===== src/rtl/control_botones_config.sv =====
// Button front-end: synchronizes and debounces five push-buttons, produces gated
// one-cycle direction pulses with UP/DOWN auto-repeat, and sequences config_mode.
module control_botones_config #(
  parameter int DEB_CYCLES = 500000,
  parameter int REP_DELAY  = 50000000,
  parameter int REP_PERIOD = 15000000,
  parameter int CNT_W      = 26
) (
  input  logic       clk,
  input  logic       reset,
  input  logic       btn_up,
  input  logic       btn_down,
  input  logic       btn_left,
  input  logic       btn_right,
  input  logic       btn_mode,
  output logic       enUP,
  output logic       enDOWN,
  output logic       enLEFT,
  output logic       enRIGHT,
  output logic [2:0] config_mode,
  output logic       config_active
);

  localparam int NB = 5;
  localparam int UP = 0;
  localparam int DN = 1;
  localparam int LF = 2;
  localparam int RT = 3;
  localparam int MD = 4;

  localparam logic [CNT_W-1:0] DEB_LAST    = CNT_W'(DEB_CYCLES - 1);
  localparam logic [CNT_W-1:0] DELAY_LAST  = CNT_W'(REP_DELAY - 1);
  localparam logic [CNT_W-1:0] PERIOD_LAST = CNT_W'(REP_PERIOD - 1);

  typedef enum logic [2:0] {
    NORMAL = 3'd0,
    HORA   = 3'd1,
    FECHA  = 3'd2,
    TIMER  = 3'd4
  } mode_t;

  logic [NB-1:0]    raw;
  logic [NB-1:0]    sync1;
  logic [NB-1:0]    sync2;
  logic [NB-1:0]    deb;
  logic [NB-1:0]    deb_q;
  logic [NB-1:0]    press;
  logic [CNT_W-1:0] deb_cnt [NB];

  logic [CNT_W-1:0] rep_cnt [2];
  logic [1:0]       rep_started;
  logic [1:0]       rep_fire;

  logic  hold_conflict;
  logic  dir_ok;
  logic  mode_ev;
  mode_t state;

  assign raw           = {btn_mode, btn_right, btn_left, btn_down, btn_up};
  assign hold_conflict = deb_q[UP] & deb_q[DN];
  assign dir_ok        = (state != NORMAL) && !press[MD];
  assign config_mode   = state;

  // A level change is accepted only after DEB_CYCLES consecutive disagreeing samples
  always_ff @(posedge clk) begin
    if (reset) begin
      sync1 <= '0;
      sync2 <= '0;
      deb   <= '0;
      deb_q <= '0;
      press <= '0;
      for (int i = 0; i < NB; i++) deb_cnt[i] <= '0;
    end else begin
      sync1 <= raw;
      sync2 <= sync1;
      deb_q <= deb;
      press <= deb & ~deb_q;
      for (int i = 0; i < NB; i++) begin
        if (sync2[i] == deb[i]) begin
          deb_cnt[i] <= '0;
        end else if (deb_cnt[i] == DEB_LAST) begin
          deb[i]     <= ~deb[i];
          deb_cnt[i] <= '0;
        end else begin
          deb_cnt[i] <= deb_cnt[i] + CNT_W'(1);
        end
      end
    end
  end

  // Repeat counters restart from zero on release or while UP and DOWN are both held
  always_ff @(posedge clk) begin
    if (reset) begin
      rep_started <= '0;
      rep_fire    <= '0;
      for (int i = 0; i < 2; i++) rep_cnt[i] <= '0;
    end else begin
      for (int i = 0; i < 2; i++) begin
        rep_fire[i] <= 1'b0;
        if (!(deb[i] && deb_q[i]) || hold_conflict) begin
          rep_cnt[i]     <= '0;
          rep_started[i] <= 1'b0;
        end else if (rep_cnt[i] == (rep_started[i] ? PERIOD_LAST : DELAY_LAST)) begin
          rep_cnt[i]     <= '0;
          rep_started[i] <= 1'b1;
          rep_fire[i]    <= 1'b1;
        end else begin
          rep_cnt[i] <= rep_cnt[i] + CNT_W'(1);
        end
      end
    end
  end

  // Output pulses and mode FSM; a mode event in the same cycle swallows direction pulses
  always_ff @(posedge clk) begin
    if (reset) begin
      enUP          <= 1'b0;
      enDOWN        <= 1'b0;
      enLEFT        <= 1'b0;
      enRIGHT       <= 1'b0;
      mode_ev       <= 1'b0;
      state         <= NORMAL;
      config_active <= 1'b0;
    end else begin
      enUP    <= dir_ok && !hold_conflict && (press[UP] || rep_fire[UP]);
      enDOWN  <= dir_ok && !hold_conflict && (press[DN] || rep_fire[DN]);
      enLEFT  <= dir_ok && press[LF] && !press[RT];
      enRIGHT <= dir_ok && press[RT] && !press[LF];
      mode_ev <= press[MD];
      if (mode_ev) begin
        case (state)
          NORMAL: begin
            state         <= HORA;
            config_active <= 1'b1;
          end
          HORA: begin
            state         <= FECHA;
            config_active <= 1'b1;
          end
          FECHA: begin
            state         <= TIMER;
            config_active <= 1'b1;
          end
          default: begin
            state         <= NORMAL;
            config_active <= 1'b0;
          end
        endcase
      end
    end
  end

endmodule


===== config.mk =====
export PLATFORM = sky130hd
export DESIGN_NAME = control_botones_config
export DESIGN_NICKNAME = d
export VERILOG_FILES = /design/src/rtl/control_botones_config.sv
export SDC_FILE = /design/constraint.sdc
export NUM_CORES = 1
export LEC_CHECK = 0
export CAP_MARGIN = 20
export CORE_ASPECT_RATIO = 1.1
export CORE_UTILIZATION = 30
export DETAILED_ROUTE_END_ITERATION = 10
export PLACE_DENSITY_LB_ADDON = 0.2
export SYNTH_ARGS = -nofsm -noshare
export SYNTH_HDL_FRONTEND = slang
export SYNTH_SLANG_ARGS = --single-unit

===== constraint.sdc =====
create_clock -name clk -period 5.5 [get_ports clk]
set_clock_uncertainty 0.15 [all_clocks]
set_input_delay 1.375 -clock clk [delete_from_list [all_inputs] [get_ports clk]]
set_output_delay 1.375 -clock clk [all_outputs]
set_load 0.03 [all_outputs]

==> flow_summary.ini, run 1 <==
[power_and_ir_drop]
p_per_area_nw_per_um2 = 271.2
power_w = 0.003782
leakage_nw = 4.451
peakVddDrop_mv = 0.1745

[die]
core_sq_um = 38380
die_height_microns = 209.6
die-area_sq_um = 39970
initial_utilization_pct = 30.62
rows = 75
io_pins = 15
die_w_microns = 190.7

[global_route]
antenna_found_initial = 0
grt_pass1_vias = 8293
grt_pass1_wl_microns = 40620
grt_start_max_net_pins = 29
globalRoute.totalOverflow = 0
globalRouteTotalUtil_pct = 12.06

[sta]
fin_crit_ps = 3268
finalHoldViolCount = 0
fmax_mhz = 306.0
grt_setup_unrepaired = false
final_max_slew_viol_count = 0
setup_viol_count_final = 0
worst_pin_slew_ps = 918.1
tns_ps = 0
slew_headroom_pct = 38.38
finalCritPeriodShare_pct = 59.41

[drt]
vias_per_cell = 4.849
vias = 8923
route.detailed.drc = 0
drt_pass1_iterations = 4
dr.first_iter.drc_count = 394
wire_per_inst_microns = 12.97
routed_wl_microns = 23860
ant_nets = 0

[cts]
path_clk_slew_ps = 60
ctsHoldBuffers = 0
htreeDepth = 1
cts_sinks = 220
root_buffer = clkbuf_16
clk-insertion-delay-late_ps = 540
numCtsBuffers = 27
cts_tree = built
cts_setup_buffers = 0
clk_path_buf_depth = 3
cts_resized = 0

[synthesis]
synth-edff-count = 182
ys_async_sr_fraction_pct = 0
netlist_top_cells_area = edfxtp_1, dfxtp_1, xnor2_1
yosysMostFrequentCell = edfxtp_1
seq_area_frac_synth_pct = 52.98
synthTopCellsByCount = edfxtp_1, nor2_1, nand3_1
synth_flop_cell = edfxtp_1
yosysWarnings = 0
synth-seq-cells = 220
synth_top_cell_by_area = edfxtp_1
synthCells = 1138
synth_area_per_cell_sq_um = 10.33
syn-cell-area_sq_um = 11750
synth_cell_types = 50
synth_top_area_share_pct = 46.50

[critical_path]
path_class = reg2out
cp.arrival_ps = 1740
worstPathRequired_ps = 3970
cp_slowest_stage_delay_ps = 730
slowest_stage = clkdlybuf4s50_1
critPathMaxFanout = 2
r2r_slack_ps = 2750
path_cells = clkdlybuf4s50_1
crit_family = buffers and inverters
endpoint_kind = primary output
path_buf_inv = 1
startpoint_type = register

[place]
place.gp.congestion = 0.7563
portBuffers = 14
hpwl_microns = 15980

[cells_and_area]
drive_above_1_share_pct = 4.925
layout.nets = 1333
antenna-diode-count = 0
postLayoutCoreUtil_pct = 36.33
area.growth.synth_to_final_pct = 18.64

[outcome]
status = complete, no violations

[hold_path]
hp-class = reg2reg

[job]
cap_violations = 0
-- per-stage QoR --
step	std cells	area [sq um]	setup WS (ps)	hold WS (ps)
after detailed placement	1789	13050	1777	224.5
after floorplan	1319	12430	2795	217.4
after global placement	1789	13050	1806	221.6
after global routing	1840	13940	2175	253.3
final	1840	13940	2232	232.2
after CTS	1839	13930	2220	234.0
-- report_power, final --
part | total, W | switching [W] | internal [W] | leakage (nW)
sequential | 0.00193 | 0.0000708 | 0.00186 | 2.19
combinational | 0.000114 | 0.0000684 | 0.0000457 | 1.83
clock | 0.00174 | 0.000697 | 0.00104 | 0.439
total | 0.00378 | 0.000836 | 0.00295 | 4.45
-- registers in the layout, indices dropped and copies added (netlist names), 2 cells and up --
register     cells
deb_cnt        130
rep_cnt         52
deb              5
deb_q            5
press            5
sync1            5
sync2            5
config_mode      3
rep_fire         2
rep_started      2
-- cell families (layout without fill, tap and decap cells) --
| group | after synthesis | count (layout) | synth area share (%) |
|---|---|---|---|
| AO/OA/AOI/OAI | 199 | 199 | 10.28 |
| XOR/XNOR | 88 | 88 | 6.558 |
| adder cells (fa/ha/maj) | 7 | 7 | 0.7452 |
| buffers and inverters | 80 | 101 | 2.768 |
| flip-flops | 220 | 220 | 52.98 |
| multiplexers | 5 | 5 | 0.4365 |
| other | 1 | 182 | 0.03191 |
| AND/OR/NAND/NOR | 538 | 538 | 26.20 |
-- layout make-up --
type,instances,area [sq um]
well taps,500,625.6
multi-input cells,1019,5889
clock buffers,41,830.8
fillers,3912,24440
clock inverters,9,47.55
repair buffers,24,222.7
flip-flops and latches,220,6226
inverters,27,101.3
-- final timing paths --
path,end,depth (start not counted),startpoint
setup / recovery,config_active,1,config_active
hold / removal,press[2],1,deb_q[2]
setup reg to reg,deb_cnt[0][15],6,deb_cnt[0][0]
hold reg to reg,press[2],1,deb_q[2]
-- routing by layer --
| metal | track usage, % | up-vias | routed length (microns) |
|---|---|---|---|
| li1 | - | 4570 | - |
| met1 | 16.80 | 4248 | 12220 |
| met5 | 0 | - | 0 |
| met3 | 1.923 | 31 | 784 |
| met4 | 3.559 | 0 | 417 |
| met2 | 19.15 | 74 | 10430 |
-- placed cells by master (no fill, tap or decap), types with 3 or more instances in the layout --
cell / instances
a211oi_1: 23
a211oi_2: 3
a21oi_1: 69
and2_1: 5
and3_1: 18
and4_1: 26
buf_4: 9
clkbuf_1: 6
clkbuf_16: 29
clkbuf_8: 6
clkdlybuf4s50_1: 14
clkinv_2: 5
conb_1: 182
dfxtp_1: 38
edfxtp_1: 182
ha_1: 7
inv_1: 27
mux2i_1: 4
nand2_1: 64
nand3_1: 70
nand4_1: 51
nor2_1: 92
nor2b_1: 24
nor3_1: 38
nor3b_1: 5
nor4_1: 15
nor4b_1: 14
o21a_1: 3
o21ai_0: 47
o21ai_1: 5
o31ai_1: 43
or3_1: 50
or4_1: 49
or4_4: 3
xnor2_1: 46
xor2_1: 42
No activity file was read; power rests on OpenSTA's default activity.
==> inputs of run 2 (changes only) <==
Clock period 5.5 ns to 2.8 ns, I/O delays scaled along.
==> run 2 against run 1 <==
Combinational power increased by 100%. Power increased by 95%. Cell count increased by 0.43%. Sequential power increased by 96%. Sequential cell count unchanged. Sequential share of layout area decreased by 0.33 points. Routed wire length decreased by 0.42%. Clock power increased by 94%. Die area unchanged. Critical path type unchanged. Highest routed layer unchanged.
==> flow_summary.ini, run 2 (synthesis gave the netlist of run 1 again) <==
[sta]
finalHoldViolCount = 0
finalCritPeriodShare_pct = 91.02
worst_pin_slew_ps = 509.8
setup_slack_ps = 251.4
grt_setup_unrepaired = false
tns_ps = 0
final_max_slew_viol_count = 0
fin_crit_ps = 2549
setup_viol_count_final = 0
slew_headroom_pct = 65.91
fmax_mhz = 392.4

[cells_and_area]
instances_no_fill = 1848
postLayoutCoreUtil_pct = 36.60
drive_above_1_share_pct = 5.638
area.growth.synth_to_final_pct = 19.52
largest_reg_flops = 130
final_cell_mix = edfxtp_1, conb_1, nor2_1, nand3_1, a21oi_1
antenna-diode-count = 0
fillers = 3902
fin_area_sq_um = 14050
layout.nets = 1341
regMostFlops = deb_cnt
largestRegisters = deb_cnt: 130 flops, rep_cnt: 52 flops

[critical_path]
slowest_stage = clkdlybuf4s50_1
path_buf_inv = 1
cp_slowest_stage_delay_ps = 750
startpoint_type = register
worstPathRequired_ps = 1950
path_cells = clkdlybuf4s50_1
crit_family = buffers and inverters
critPathMaxFanout = 6
endpoint_kind = primary output
cp.arrival_ps = 1700
path_class = reg2out

[global_route]
globalRoute.totalOverflow = 0
grt_start_max_net_pins = 29
globalRouteTotalUtil_pct = 12.06
antenna_found_initial = 0
grt_pass1_vias = 8564
grt_pass1_wl_microns = 40900

[place]
dp_slack_ps = 304.5
portBuffers = 14
dp_cells = 1798
hpwl_microns = 16180
dpl_cell_area_sq_um = 13180
place.gp.congestion = 0.7295

[die]
die-area_sq_um = 39970
initial_utilization_pct = 30.62
die_height_microns = 209.6
io_pins = 15
die_w_microns = 190.7
core_sq_um = 38380
rows = 75

[drt]
dr.first_iter.drc_count = 436
drt_pass1_iterations = 4
route.detailed.drc = 0
wire_per_inst_microns = 12.85
route.met2.wl_microns = 10870
routed_wl_microns = 23760
met1_length_microns = 11590
top_layer_used = met4
vias = 8887
dr_wl_met3_microns = 851
vias_per_cell = 4.809
ant_nets = 0

[job]
cap_violations = 0

[cts]
cts_sinks = 220
clk_path_buf_depth = 3
root_buffer = clkbuf_16
cts_setup_buffers = 0
ctsHoldBuffers = 0
path_clk_slew_ps = 50
clk-insertion-delay-late_ps = 530
cts_resized = 0
htreeDepth = 1
numCtsBuffers = 27
cts_tree = built

[power_and_ir_drop]
p_per_area_nw_per_um2 = 526.3
leakage_nw = 4.516
peakVddDrop_mv = 0.4505

[hold_path]
hp-class = reg2reg

[outcome]
status = complete, no violations
==> run 2: area by class of cell <==
cell class	count	area [sq um]	area share, %
clock buffer	42	822.0	5.852
clock inverter	8	45.04	0.3207
inverter	27	101.3	0.7215
multi-input combinational	1019	5889	41.93
sequential	220	6226	44.32
tap	500	625.6	4.454
timing repair buffer	32	337.8	2.405
==> run 2: routing by layer <==
metal / vias to the layer above / GRT usage [%]
met4: 0 / 3.366
met3: 32 / 1.923
li1: 4578 / -
met1: 4191 / 16.13
met5: - / 0
met2: 86 / 20.04
==> run 2: path summary, 6_finish.rpt <==
check / start / end / slack [ps] / cells past startpoint
max: config_mode[1] / config_mode[1] / 250 / 1
min: deb_q[2] / press[2] / 230 / 1
max reg2reg: rep_cnt[1][0] / rep_cnt[1][22] / 360 / 5
min reg2reg: deb_q[2] / press[2] / 230 / 1
==> run 2: stage by stage <==
step / power (W) / hold WS, ps
2_1_floorplan: 0.004000 / 217.4
3_3_place_gp: 0.004082 / 221.1
3_5_place_dp: 0.004088 / 223.9
4_1_cts: 0.007532 / 232.1
5_1_grt: 0.007713 / 240.1
6_report: 0.007393 / 232.8
==> run 2: power breakdown <==
group          leakage [nW]  switching, W  total, W  internal [W]
combinational          1.89      0.000137  0.000232     0.0000955
clock                 0.437       0.00136   0.00337       0.00201
sequential             2.19      0.000136   0.00379       0.00366
total                  4.52       0.00163   0.00739       0.00576
==> inputs of run 3 (changes only) <==
Settings changed: SLEW_MARGIN set to 20.
==> results of run 3 <==
Final layout, timing and power as in run 2 (identical DEF).
